### config.mk
export PLATFORM = sky130hd
export DESIGN_NAME = dmux_stream
export DESIGN_NICKNAME = d
export VERILOG_FILES = /design/src/rtl/dmux_stream.sv
export SDC_FILE = /design/constraint.sdc
export NUM_CORES = 1
export LEC_CHECK = 0
export ABC_CLOCK_PERIOD_IN_PS = 2600
export CAP_MARGIN = 10
export CORE_UTILIZATION = 47
export CTS_BUF_LIST = sky130_fd_sc_hd__clkbuf_4 sky130_fd_sc_hd__clkbuf_8
export CTS_CLUSTER_SIZE = 24
export DETAILED_ROUTE_END_ITERATION = 6
export MAX_ROUTING_LAYER = met4
export PLACE_DENSITY = 0.93
export REMOVE_ABC_BUFFERS = 1
export SLEW_MARGIN = 25
export SYNTH_ARGS = -nofsm -noshare
export SYNTH_HDL_FRONTEND = slang
export SYNTH_SLANG_ARGS = --single-unit
### constraint.sdc
create_clock -name clk -period 2.6 [get_ports clk]
set_clock_uncertainty 0.1 [all_clocks]
set_input_delay 0.52 -clock clk [delete_from_list [all_inputs] [get_ports clk]]
set_output_delay 0.52 -clock clk [all_outputs]
set_load 0.05 [all_outputs]
### src/rtl/dmux_stream.sv
// 1-to-NOUT registered stream demultiplexer with a one-entry holding register per channel.
// Words go to the sel channel or to all channels (bcast); out-of-range selects are dropped and counted.
module dmux_stream #(
    parameter int WIDTH = 8,
    parameter int NOUT  = 4,
    parameter int SELW  = 2,
    parameter int CNTW  = 8
) (
    input  logic                    clk,
    input  logic                    rst_n,
    input  logic [WIDTH-1:0]        a,
    input  logic [SELW-1:0]         sel,
    input  logic                    bcast,
    input  logic                    in_valid,
    output logic                    in_ready,
    output logic [NOUT*WIDTH-1:0]   y,
    output logic [NOUT-1:0]         y_valid,
    input  logic [NOUT-1:0]         y_ready,
    output logic [CNTW-1:0]         err_cnt
);

    logic [NOUT-1:0][WIDTH-1:0] data_q, data_d;
    logic [NOUT-1:0]            valid_q, valid_d;
    logic [CNTW-1:0]            err_q, err_d;

    logic [NOUT-1:0] hit;
    logic [NOUT-1:0] free;
    logic [NOUT-1:0] load;
    logic            in_range;
    logic            rdy_raw;
    logic            accept;
    logic            drop;

    always_comb begin
        hit = '0;
        for (int k = 0; k < NOUT; k++) begin
            hit[k] = (int'(sel) == k);
        end
        in_range = |hit;
        // A slot being drained this cycle counts as free, so refill needs no bubble.
        free = ~valid_q | y_ready;

        if (bcast) begin
            rdy_raw = &free;
        end else if (in_range) begin
            rdy_raw = |(hit & free);
        end else begin
            rdy_raw = 1'b1;
        end

        in_ready = rst_n & rdy_raw;
        accept   = in_valid & in_ready;
        drop     = accept & ~bcast & ~in_range;

        load = '0;
        for (int k = 0; k < NOUT; k++) begin
            load[k] = accept & (bcast | hit[k]);
        end

        valid_d = load | (valid_q & ~y_ready);

        data_d = data_q;
        for (int k = 0; k < NOUT; k++) begin
            if (load[k]) begin
                data_d[k] = a;
            end
        end

        err_d = err_q;
        if (drop && (err_q != {CNTW{1'b1}})) begin
            err_d = err_q + CNTW'(1);
        end
    end

    always_ff @(posedge clk or negedge rst_n) begin
        if (!rst_n) begin
            data_q  <= '0;
            valid_q <= '0;
            err_q   <= '0;
        end else begin
            data_q  <= data_d;
            valid_q <= valid_d;
            err_q   <= err_d;
        end
    end

    assign y       = data_q;
    assign y_valid = valid_q;
    assign err_cnt = err_q;

endmodule

==> results.cfg <==
[global_route]
grt_antenna_before_repair = 0
grtUsageTotal = 0.232
grt_pass1_wl_um = 6870
grt_util_met2 = 0.418
gr-max-usage-layer = met2
grt_max_degree = 33
grt_overflow = 0
use_met1 = 0.254
grt_pass1_vias = 1335
grt_use_met3 = 0.0299

[power]
clock_power_share = 0.250
p_per_area_nw_per_um2 = 991
p_int_uw = 1800
comb_power_share = 0.424
p_switching_uw = 1040
swShare = 0.365
p_seq_frac = 0.326
ir_drop_mv = 0.754
p_leak_uw = 0.00140

[logic_synthesis]
synthArstFlopShare = 1.00
synth_top_area_share = 0.590
ys_top_cells_by_count = dfrtp_1, mux2_4, clkbuf_1, nand2_1
yosysMostFrequentCell = dfrtp_1
yosys.area.top_type = dfrtp_1
ys_seq_area_frac = 0.590
ys.flop_type = dfrtp_1
syn_area_um2 = 1870
synth_cells = 110
ys_warn_count = 0
syn_avg_cell_area_um2 = 17.0
synth-edff-count = 0
synth.distinct_cells = 15
synth-seq-cells = 44
synth_area_leaders = dfrtp_1, mux2_4, o211ai_4, nand2b_4, clkbuf_1

[flow_run]
drv_cap = 0

[timing]
tns_ns = 0
worst_pin_slew_ns = 0.529
setup_viol = 0
max_freq_mhz = 387
finalHoldViolCount = 0
drv_slew = 0
slew_headroom = 0.646
fin_crit_ns = 2.58
finalCritPeriodShare = 0.994

[worst_hold_path]
hold_class = in2async

[route]
antenna_left = 0
wl_um = 4310
drc = 0
firstDrtPassIters = 4
vias_per_cell = 4.99
wire_per_inst_um = 18.1
routed-via-count = 1187
drt-initial-drc-count = 66

[floorplanning]
start_util = 0.498
core_um2 = 3740
num_rows = 22
die_w_um = 65
die_area_um2 = 4230
die_y_um = 65
ios = 63

[placed_design]
portBuffers = 62
placed_area_um2 = 2670
gp_congestion = 0.701
dp_hpwl_um = 3070

[critical_path]
critPathCapture = in_ready
critPathRequiredTime_ns = 1.98
worstSetupEndpointType = output pin
path_max_fanout = 2
reg2reg_slack_ns = 0.44
cp.arrival_ns = 1.96
start_kind = input port
r2r_end = y[3]$_DFFE_PN0P_
cp-startpoint = y_ready[0]
rr_worst_depth = 7
worstSetupPathType = in2out
worstReg2RegStart = y_valid[3]$_DFF_PN0_

[clock_network]
worstSkewPairLatency_ns = 0.29
cts_tree = done
cts_buffers = 5
clk_pin_slew_ns = 0.08
cts_max_level = 2
clock_path_buffers = 2
cts.sinks = 44
hold_buffers = 0
clock_tree.root_cell = clkbuf_8

[layout]
nFillCells = 215
diodes = 0
drive_gt1_frac = 0.379
nets = 207
stdcell_area_um2 = 2870
area_delta_synth_final_pct = 53.8

[status]
run_status = finished clean
[power by group through the flow]
stage | Clock [uW] | Combinational [uW] | Sequential (uW)
6_report | 711 | 1210 | 926
3_3_place_gp | 0 | 1180 | 925
3_5_place_dp | 0 | 1200 | 935
2_1_floorplan | 0 | 264 | 1430
5_1_grt | 751 | 1250 | 941
4_1_cts | 721 | 1210 | 925
[metal layers]
| metal | vias to the layer above | routed length, um |
|---|---|---|
| met5 | - | 0 |
| met4 | 0 | 80 |
| met3 | 8 | 117 |
| met2 | 39 | 2430 |
| met1 | 605 | 1680 |
| li1 | 535 | - |
[how the worst min path moves through the flow]
stage                                        end  depth (start not counted)
final                       y_valid[2]$_DFF_PN0_                          1
after floorplan           err_cnt[0]$_DFFE_PN0P_                          0
after global placement    err_cnt[1]$_DFFE_PN0P_                          0
after global routing           y[17]$_DFFE_PN0P_                          1
after detailed placement  err_cnt[2]$_DFFE_PN0P_                          0
after CTS                   y_valid[2]$_DFF_PN0_                          1
[layout by cell type, fill, tap and decap left out, types with 2 or more instances in the layout]
cell,n
a21oi_1,4
buf_12,4
buf_4,15
bufinv_16,3
clkbuf_8,5
clkdlybuf4s50_1,56
dfrtp_1,44
dlymetal6s2s_1,4
mux2_4,32
nand2_1,5
nand2b_1,2
nand2b_4,4
o211ai_4,4
[cell type report]
class	count	area [um2]	area share
repair buffers	81	820	0.286
multi-input cells	56	726	0.253
inverters	1	3.75	0.00131
clock inverters	3	90.1	0.0314
flip-flops and latches	44	1100	0.384
well taps	48	60.1	0.0209
clock buffers	5	68.8	0.0240
[stage by stage]
| step | worst slack, ns | utilization | total power (uW) | hold WS, ns | std cells |
|---|---|---|---|---|---|
| floorplan | 0.225 | - | 1700 | 0.124 | 101 |
| global placement | -0.0221 | 0.712 | 2100 | 0.264 | 226 |
| detailed placement | -0.0638 | 0.712 | 2140 | 0.267 | 226 |
| CTS | 0.0122 | 0.756 | 2850 | 0.0160 | 234 |
| global route | -0.00171 | 0.766 | 2940 | 0.0189 | 238 |
| finish | 0.0152 | 0.766 | 2840 | 0.00986 | 238 |
[logic make-up (layout without fill, tap and decap cells)]
kind of cell	after synthesis	in the layout	synth area share
flops	44	44	0.590
mux	33	33	0.270
simple gates	13	13	0.0516
compound gates	10	10	0.0677
buf+inv	10	90	0.0208
[sequential cells by signal, summed over array words and instances, names as in the netlist]
signal,count
y,32
err_cnt,8
y_valid,4
[timing repair]
| action | in CTS | in global routing |
|---|---|---|
| pin swaps | 0 | 1 |
| gates resized for setup | 1 | 4 |
| setup endpoints to repair | 1 | 1 |
| setup buffers | 0 | 4 |
[worst max-delay path, cell delays in order]
cell             delay [ns]
clkdlybuf4s50_1        0.41
nand2b_4               0.15
mux4_2                 0.48
o211a_1                0.25
buf_6                  0.15
(Power assumes the default switching activity.)
==> edit: new RTL, same settings <==
Set the parameter `NOUT` to 5 (it was 4).
--- a/src/rtl/dmux_stream.sv
+++ b/src/rtl/dmux_stream.sv
@@ -2,7 +2,7 @@
 // Words go to the sel channel or to all channels (bcast); out-of-range selects are dropped and counted.
 module dmux_stream #(
     parameter int WIDTH = 8,
-    parameter int NOUT  = 4,
+    parameter int NOUT  = 5,
     parameter int SELW  = 2,
     parameter int CNTW  = 8
 ) (
Ports: changed (resized y, y_ready and y_valid); port bits go from 63 to 73. No check against the original RTL was run, so the function may have changed too.
==> edit against the original RTL <==
- worst setup slack better by 0.084 ns
- synthesized area is 13% higher
- utilization is 4.5 points lower
- highest routed layer unchanged
- cell area is 8.7% higher
- critical path depth is 1 higher
- sequential cell count is 9 higher
- worst hold slack better by 0.27 ns
- largest cell class unchanged
- sequential power is 22% higher
- total power is 7.9% higher
- wire length is 10% higher
- synthesized cell count is 24% higher
- sequential share of layout area is 4.2 points higher
==> edit: results (changes against the original RTL) <==
Syn avg cell area - 15.5 µm² (-8.5%)
Via density - 5.09 (+2.0%)
Max reg flops - 40 (+25%)
R2r endpoint - y[8]
Mux cell area share after synthesis - 0.228 (-0.0420)
Input/output buffers - 72 (+16%)
CP max-delay cell - clkdlybuf4s50_1
Clock share of power - 0.146 (-0.104)
Max FO, Critical Path - 3 (+1)
Commonest cells in the netlist - 53 x dfrtp_1, 32 x mux2_2, 8 x clkbuf_1, 8 x mux2_4, 6 x nand2b_1
Status - finished clean
NumNets Final - 244 (+18%)
Worst slack, placed - -0.142 ns (-0.0778 ns)
DP Area - 3000 µm² (+12%)
Yosys cell types - 28 (+13)
Synth area leaders - dfrtp_1 63%, mux2_2 17%, mux2_4 5.7%
R2r startpoint - y_valid[1]
Routed via count - 1,414 (+19%)
Min Hold Slack - 0.283 ns (+0.273 ns)
Largest net degree at the start of global routing - 51 (+55%)
Placed Cells - 269 (+19%)
All-Layer GR Usage - 0.217 (-0.0147)
Total routed wirelength - 4740 µm (+10%)
Logic pwr share - 0.485 (+0.061)
Hold/Removal Path Class - reg2reg
Synth Area in Compound Gates - 0.0445 (-0.0233)
Switch Pwr - 1.31 mW (+26%)
## edit: cell types whose count changed in the layout (fill, tap and decap cells not counted), sizes merged, moves of 3 or more
cell           unedited run  this run
bufinv                    3         0
nor2b                     0         3
a21oi                     4         1
dfrtp                    44        53
mux2                     32        40
clkdlybuf4s50            56        68
o211ai                    4         0
nand2                     5         2
## edit: repair_timing
action / 4_1_cts / 5_1_grt
resized for setup: 0 / 5
setup endpoints to repair: 1 / 1
hold buffers: 1 / 0
hold endpoints to repair: 3 / 0
gates cloned: 0 / 0
pin swaps: 1 / 2
## edit: cell families (layout without fill, tap and decap cells)
group,Yosys count,count (layout)
multiplexers,40,40
AO/OA/AOI/OAI,9,9
buffers and inverters,12,102
flip-flops,53,53
AND/OR/NAND/NOR,22,22
## edit: per-layer routing
layer / routed length [µm] / up-vias / track usage
met1: 2100 / 693 / 0.286
met5: 0 / - / -
met2: 2150 / 66 / 0.320
met3: 420 / 8 / 0.0731
met4: 72 / 0 / 0.0680
li1: - / 647 / -
## edit: critical path: cells and delay by family
kind | cells | cell delay, ns
AOI/OAI and AO/OA | 1 | 0.27
buffers and inverters | 2 | 0.73
and+or+nand+nor | 3 | 0.36
## edit: area by class of cell
class,count,share of cell area
Clock inverter,3,0.00562
Inverter,2,0.00241
Multi-Input combinational cell,71,0.240
Clock buffer,5,0.0221
Timing Repair Buffer,92,0.283
Sequential cell,53,0.425
Tap cell,52,0.0209
## edit: how the worst max path moves through the flow
stage / startpoint / endpoint / slack [ns]
finish: y_ready[1] / in_ready / 0.1
global route: y_ready[2] / in_ready / 0.005
CTS: sel[0] / in_ready / 0.009
detailed placement: sel[0] / y[9] / -0.14
global placement: sel[0] / y[11] / -0.09
floorplan: y_valid[0] / in_ready / -0.23
